### config.mk
export PLATFORM = sky130hd
export DESIGN_NAME = pipe_addsub
export DESIGN_NICKNAME = d
export VERILOG_FILES = /design/src/rtl/pipe_addsub.sv
export SDC_FILE = /design/constraint.sdc
export NUM_CORES = 1
export LEC_CHECK = 0
export CAP_MARGIN = 20
export CORE_MARGIN = 4
export CORE_UTILIZATION = 47
export DETAILED_ROUTE_END_ITERATION = 12
export PLACE_DENSITY = 0.88
export SYNTH_ARGS = -nofsm -noshare
export SYNTH_HDL_FRONTEND = slang
export SYNTH_SLANG_ARGS = --single-unit
### constraint.sdc
create_clock -name clk -period 2.4 [get_ports clk]
set_input_delay 0.48 -clock clk [delete_from_list [all_inputs] [get_ports clk]]
set_output_delay 0.48 -clock clk [all_outputs]
set_load 0.02 [all_outputs]
### src/rtl/pipe_addsub.sv
// Pipelined signed add/subtract with carry/overflow/zero flags.
// The carry chain is cut into STAGES equal chunks, one per register stage, under a global enable.
module pipe_addsub #(
  parameter int unsigned WIDTH  = 8,
  parameter int unsigned STAGES = 2
) (
  input  logic             clk,
  input  logic             rst,
  input  logic             in_valid,
  output logic             in_ready,
  input  logic             sub,
  input  logic             cin,
  input  logic [WIDTH-1:0] a,
  input  logic [WIDTH-1:0] b,
  output logic             out_valid,
  input  logic             out_ready,
  output logic [WIDTH-1:0] sum,
  output logic             cout,
  output logic             ovf,
  output logic             zero
);

  localparam int unsigned DIV   = (STAGES == 0) ? 1 : STAGES;
  localparam int unsigned CHUNK = WIDTH / DIV;

  if ((STAGES < 1) || ((WIDTH % DIV) != 0)) begin : g_bad_cfg
    $error("pipe_addsub: STAGES must be >= 1 and divide WIDTH");
  end

  // The whole pipe advances together; a full output register that is not taken freezes everything.
  logic adv;
  assign adv      = !out_valid || out_ready;
  assign in_ready = adv;

  for (genvar k = 0; k < STAGES; k++) begin : g_stg
    localparam int unsigned LO = CHUNK * k;

    logic             v_i, c_i, v_q, c_q;
    logic [WIDTH-1:0] a_i, bb_i, s_i, s_n, s_q;
    logic [CHUNK:0]   ch;

    if (k == 0) begin : g_head
      assign v_i  = in_valid;
      assign a_i  = a;
      assign bb_i = sub ? ~b : b;
      assign c_i  = sub ^ cin;
      assign s_i  = '0;
    end else begin : g_link
      assign v_i  = g_stg[k-1].v_q;
      assign c_i  = g_stg[k-1].c_q;
      assign s_i  = g_stg[k-1].s_q;
      assign a_i  = g_stg[k-1].g_fwd.a_q;
      assign bb_i = g_stg[k-1].g_fwd.bb_q;
    end

    assign ch = {1'b0, CHUNK'(a_i >> LO)} + {1'b0, CHUNK'(bb_i >> LO)} + (CHUNK+1)'(c_i);

    // Lower chunks already done ride along; this stage fills in its own chunk.
    always_comb begin
      s_n              = s_i;
      s_n[LO +: CHUNK] = ch[CHUNK-1:0];
    end

    // Data only updates on a real op so the output fields hold across bubbles.
    always_ff @(posedge clk) begin
      if (rst) begin
        v_q <= 1'b0;
        c_q <= 1'b0;
        s_q <= '0;
      end else if (adv) begin
        v_q <= v_i;
        if (v_i) begin
          c_q <= ch[CHUNK];
          s_q <= s_n;
        end
      end
    end

    if (k + 1 < STAGES) begin : g_fwd
      logic [WIDTH-1:0] a_q, bb_q;
      always_ff @(posedge clk) begin
        if (adv && v_i) begin
          a_q  <= a_i;
          bb_q <= bb_i;
        end
      end
    end else begin : g_out
      logic ovf_q, zero_q;
      // Carry into the MSB is recovered from the MSB operand and result bits.
      always_ff @(posedge clk) begin
        if (rst) begin
          ovf_q  <= 1'b0;
          zero_q <= 1'b0;
        end else if (adv && v_i) begin
          ovf_q  <= (a_i[WIDTH-1] ^ bb_i[WIDTH-1] ^ s_n[WIDTH-1]) ^ ch[CHUNK];
          zero_q <= (s_n == '0);
        end
      end
    end
  end

  assign out_valid = g_stg[STAGES-1].v_q;
  assign sum       = g_stg[STAGES-1].s_q;
  assign cout      = g_stg[STAGES-1].c_q;
  assign ovf       = g_stg[STAGES-1].g_out.ovf_q;
  assign zero      = g_stg[STAGES-1].g_out.zero_q;

endmodule

==> flow_metrics.tcl, run 1 <==
set metrics [dict create \
    status "complete, no violations" \
    wl_per_cell_um 12.8 \
    grt_max_degree 16 \
    rsz0062_at_grt "no" \
    critPathKind "primary input to register" \
    cellPowerDensity_mw_per_mm2 585 \
    die-width_um 59.7 \
    hold_viol_final 0 \
    drv_cap 0 \
    hpwl_mm 1.97 \
    cts_tree "built" \
    syn_to_final_growth_pct 33.3 \
    swShare 0.274 \
    required_ns 2.61 \
    ctsHoldBuffers 0 \
    synth-seq-area-share 0.479 \
    via_per_inst 5.14 \
    dieArea_mm2 0.00356 \
    period_needed_ns 2.24 \
    num_vias 977 \
    synthesis.nets 155 \
    drc 0 \
    rows 18 \
    n_antenna_cell 0 \
    postCtsResizedCells 0 \
    ys_warn_count 0 \
    fin_crit_sh 0.931 \
    clock-sinks 26 \
    p_int_uw 711 \
    path_clk_slew_ns 0.14 \
    synth_seq_cells 26 \
    min_from "sum[0]" \
    grt_pass1_vias 956 \
    ant_nets 0 \
    drt_pass1_iterations 4 \
    dr.first_iter.drc_count 21 \
    setup_viol 0 \
    ir_worst_vdd_v 0.000418 \
    post_cts_buffers 0 \
    initial_core_util 0.498 \
    crit_start "sub" \
    critPathLaunchType "primary input" \
    nets 193 \
    clockRootBuffer "clkbuf_4" \
    place_congestion 0.787 \
    port-buffer-count 34 \
    slew_violations 0 \
    insertion_delay_ns 0.32 \
    r2r_start "g_stg[0].c_q" \
    fillCellCount 214 \
    placed_area_mm2 0.00164 \
    grt_usage 0.146 \
    synthCells 123 \
    p_sw_uw 268 \
    leakage_uw 0.000659 \
    ys_types 31 \
    combPwrFrac 0.257 \
    grt_antenna_before_repair 0 \
    placedCellCount 186 \
    hold_path.class "register to register" \
    syn_area_mm2 0.00125 \
    arrival_ns 2.45 \
    p_clk_frac 0.223 \
    finalInstanceArea_mm2 0.00167 \
    ios 35 \
    numCtsBuffers 3 \
    timing.hold.ws_ns 0.467 \
    htree_levels 1 \
    fin_worst_skew_ns 0.00568 \
    seq_power_share 0.520 \
    p_total_uw 979 \
    drt-total-wl_mm 2.44 \
    core_mm2 0.00252 \
    fin_cells 190 \
    cp-end-kind "register" \
    syn_area_per_cell_um2 10.2 \
    fmax_mhz 447 \
    grt_first_pass_wirelength_mm 3.86 \
    path_max_fanout 4 \
    clock_path_buffers 2 \
    drive_gt1_frac 0.0875 \
    die_h_um 59.7 \
    slew_headroom 0.718 \
    grt_overflow 0 \
    tightestPinTransition_ns 0.422 \
]
-- synthesized netlist by cell type (all sizes together) --
master	n	share of area
a211oi	4	0.024
a21o	2	0.012
a21oi	14	0.056
a311o	1	0.0080
a31o	1	0.0070
and2	1	0.0050
and3	1	0.0050
and4	1	0.0070
buf	3	0.012
clkbuf	1	0.0030
dfxtp	18	0.29
edfxtp	8	0.19
fa	4	0.064
ha	6	0.060
inv	8	0.024
nand2	17	0.055
nand2b	2	0.016
nand3	2	0.0080
nor2	8	0.024
nor3	1	0.0040
nor4	2	0.015
o21ai	3	0.012
or2	1	0.0050
or4	1	0.0060
xnor2	3	0.021
xor2	10	0.070
-- path summary, 6_finish.rpt --
| kind | cells after the start | end | slack (ns) |
|---|---|---|---|
| max reg2reg | 6 | zero | 0.27 |
| min reg2reg | 2 | sum[0] | 0.47 |
| max | 7 | g_stg[0].c_q | 0.16 |
| min | 2 | sum[0] | 0.47 |
-- worst max-delay path, cell delays in order --
cell             delay (ns)
clkdlybuf4s50_1        0.50
xor2_1                 0.21
fa_1                   0.45
fa_1                   0.43
a21o_1                 0.17
a21oi_1                0.14
a21oi_1                0.08
-- through the flow --
stage	worst slack (ns)	TNS [ns]	utilization
CTS	0.176	0	0.663
global placement	-0.133	-0.259	0.649
floorplan	0.255	0	-
global route	0.106	0	0.663
finish	0.165	0	0.663
detailed placement	-0.177	-0.475	0.649
-- cell usage in the layout (no fill, tap or decap), types with 2 or more instances in the layout --
master	synthesis	routed
edfxtp_1	8	8
ha_1	6	6
xnor2_1	3	3
clkbuf_4	0	3
dfxtp_1	18	18
inv_1	7	7
clkdlybuf4s50_1	0	34
nand2_1	15	15
xor2_1	10	10
nand3_1	2	2
fa_1	4	4
a211oi_1	4	4
nand2_2	2	2
buf_4	0	3
nor2_1	8	8
a21oi_1	14	14
o21ai_1	2	2
a21o_1	2	2
-- per-layer routing --
| layer | vias up | part of all wire | track usage |
|---|---|---|---|
| met5 | - | 0 | 0 |
| met4 | 0 | 0.021 | 0.0823 |
| met3 | 4 | 0.078 | 0.0302 |
| met2 | 37 | 0.51 | 0.273 |
| met1 | 443 | 0.39 | 0.146 |
| li1 | 493 | - | - |
-- sequential cells by signal, summed over array words and instances (netlist names), 4 cells and up --
name	flops
sum	8
g_stg.g_fwd.a_q	4
g_stg.g_fwd.bb_q	4
g_stg.s_q	4
-- layout make-up --
cell class / count / area, um^2 / share of cell area
clock buffer: 4 / 36.3 / 0.0217
inverter: 8 / 30.0 / 0.0180
multi-input combinational: 85 / 606 / 0.362
sequential: 26 / 601 / 0.359
tap: 30 / 37.5 / 0.0224
timing repair buffer: 37 / 363 / 0.217
-- power by group through the flow --
| stage | combinational, uW | clock, uW | sequential (uW) |
|---|---|---|---|
| detailed placement | 252 | 0 | 519 |
| global route | 278 | 245 | 513 |
| finish | 252 | 218 | 509 |
| CTS | 255 | 226 | 509 |
| floorplan | 139 | 0 | 530 |
| global placement | 240 | 0 | 516 |
-- logic make-up after synthesis --
family / share of synthesized area
simple gates: 0.150
flops: 0.479
compound gates: 0.119
xor+xnor: 0.0907
buf+inv: 0.0389
fa+ha+maj: 0.124
Note: power is estimated with default switching activity, not from simulation.
==> inputs of run 2 (changes only) <==
--- a/config.mk
+++ b/config.mk
@@ -9,6 +9,7 @@
 export CORE_MARGIN = 4
 export CORE_UTILIZATION = 47
 export DETAILED_ROUTE_END_ITERATION = 12
+export MAX_ROUTING_LAYER = met4
 export PLACE_DENSITY = 0.88
 export SYNTH_ARGS = -nofsm -noshare
 export SYNTH_HDL_FRONTEND = slang
==> flow_metrics.tcl, run 2 (synthesis gave the netlist of run 1 again) <==
set metrics [dict create \
    port-buffer-count 34 \
    cp-end-kind "register" \
    drt-total-wl_mm 2.44 \
    dr.first_iter.drc_count 21 \
    p_sw_uw 268 \
    finalInstanceArea_mm2 0.00167 \
    htree_levels 1 \
    hpwl_mm 1.97 \
    drive_gt1_frac 0.0875 \
    core_mm2 0.00252 \
    hold_path.class "register to register" \
    grt_overflow 0 \
    insertion_delay_ns 0.32 \
    cts_tree "built" \
    wl_met2_mm 1.25 \
    p_total_uw 979 \
    clock_path_buffers 2 \
    regArea_um2 601 \
    period_needed_ns 2.24 \
    wl_per_cell_um 12.9 \
    numCtsBuffers 3 \
    fmax_mhz 447 \
    path_max_fanout 4 \
    n_antenna_cell 0 \
    nets 193 \
    fin_cells 190 \
    arrival_ns 2.45 \
    multi_input_area_um2 606 \
    wl_met1_um 960 \
    fillCellCount 214 \
    ant_nets 0 \
    via_per_inst 5.14 \
    critPathKind "primary input to register" \
    p_clk_frac 0.223 \
    swShare 0.274 \
    grt_usage 0.150 \
    place_congestion 0.798 \
    placedCellCount 186 \
    drv_cap 0 \
    combPwrFrac 0.257 \
    fin_crit_sh 0.931 \
    leakage_uw 0.000659 \
    final_common_cell "clkdlybuf4s50_1" \
    post_cts_buffers 0 \
    cellPowerDensity_mw_per_mm2 585 \
    syn_to_final_growth_pct 33.3 \
    ctsHoldBuffers 0 \
    slew_headroom 0.718 \
    grt_pass1_vias 956 \
    p_int_uw 711 \
    ir_worst_vdd_v 0.000418 \
    tightestPinTransition_ns 0.422 \
    cpLargestDelayFamily "adder cells" \
    crit_buf_inv 1 \
    status "complete, no violations" \
    hold_viol_final 0 \
    crit_path_max_incr_delay_ns 0.50 \
    required_ns 2.61 \
    num_vias 976 \
    wl_met3_um 182 \
    drc 0 \
    die-width_um 59.7 \
    clockRootBuffer "clkbuf_4" \
    dieArea_mm2 0.00356 \
    largest_reg_flops 8 \
    grt_max_degree 16 \
    path_clk_slew_ns 0.14 \
    placed_area_mm2 0.00164 \
    fin_worst_skew_ns 0.00567 \
    final_cell_mix "clkdlybuf4s50_1 (34), dfxtp_1 (18), nand2_1 (15)" \
    rows 18 \
    slew_violations 0 \
    initial_core_util 0.498 \
    drt_pass1_iterations 4 \
    crit_slowest_cell "clkdlybuf4s50_1" \
    die_h_um 59.7 \
    setup_viol 0 \
    path_cells "clkdlybuf4s50_1, xor2_1, fa_1, fa_1, a21o_1, a21oi_1, a21oi_1" \
    seq_power_share 0.520 \
    critPathLaunchType "primary input" \
    tns_ns 0 \
    ios 35 \
    grt_first_pass_wirelength_mm 3.86 \
    rsz0062_at_grt "no" \
    postCtsResizedCells 0 \
    highest_layer "met4" \
    clock-sinks 26 \
    grt_antenna_before_repair 0 \
    timing.hold.ws_ns 0.467 \
]
[run 2: metrics by stage]
stage | utilization | setup slack, ns
after floorplan | - | 0.255
after global placement | 0.649 | -0.133
after global routing | 0.663 | 0.106
after CTS | 0.663 | 0.176
after detailed placement | 0.649 | -0.177
final | 0.663 | 0.165
[run 2: final timing paths]
kind,startpoint,endpoint,slack (ns),depth (start not counted)
setup / recovery,sub,g_stg[0].c_q,0.16,7
hold / removal,sum[0],sum[0],0.47,2
setup reg to reg,g_stg[0].c_q,zero,0.27,6
hold reg to reg,sum[0],sum[0],0.47,2
[run 2: tightest hold or removal path: stages, from the launching register on]
cell     delay, ns
dfxtp_1       0.33
nand2_1       0.05
a21oi_1       0.05
[run 2: final cells by class]
type | count | area share
Multi-Input combinational cell | 85 | 0.362
Clock buffer | 4 | 0.0217
Inverter | 8 | 0.0180
Tap cell | 30 | 0.0224
Timing Repair Buffer | 37 | 0.217
Sequential cell | 26 | 0.359
[run 2: layer usage]
metal  vias up  track usage
li1        493            -
met1       442        0.148
met2        37        0.273
met3         4       0.0281
met4         0       0.0823
met5         -            -
[run 2: power groups by stage]
stage          registers, uW  clock network (uW)  logic [uW]
4_1_cts                  509                 226         255
2_1_floorplan            530                   0         139
6_report                 509                 218         252
5_1_grt                  513                 245         278
3_3_place_gp             516                   0         240
3_5_place_dp             519                   0         252
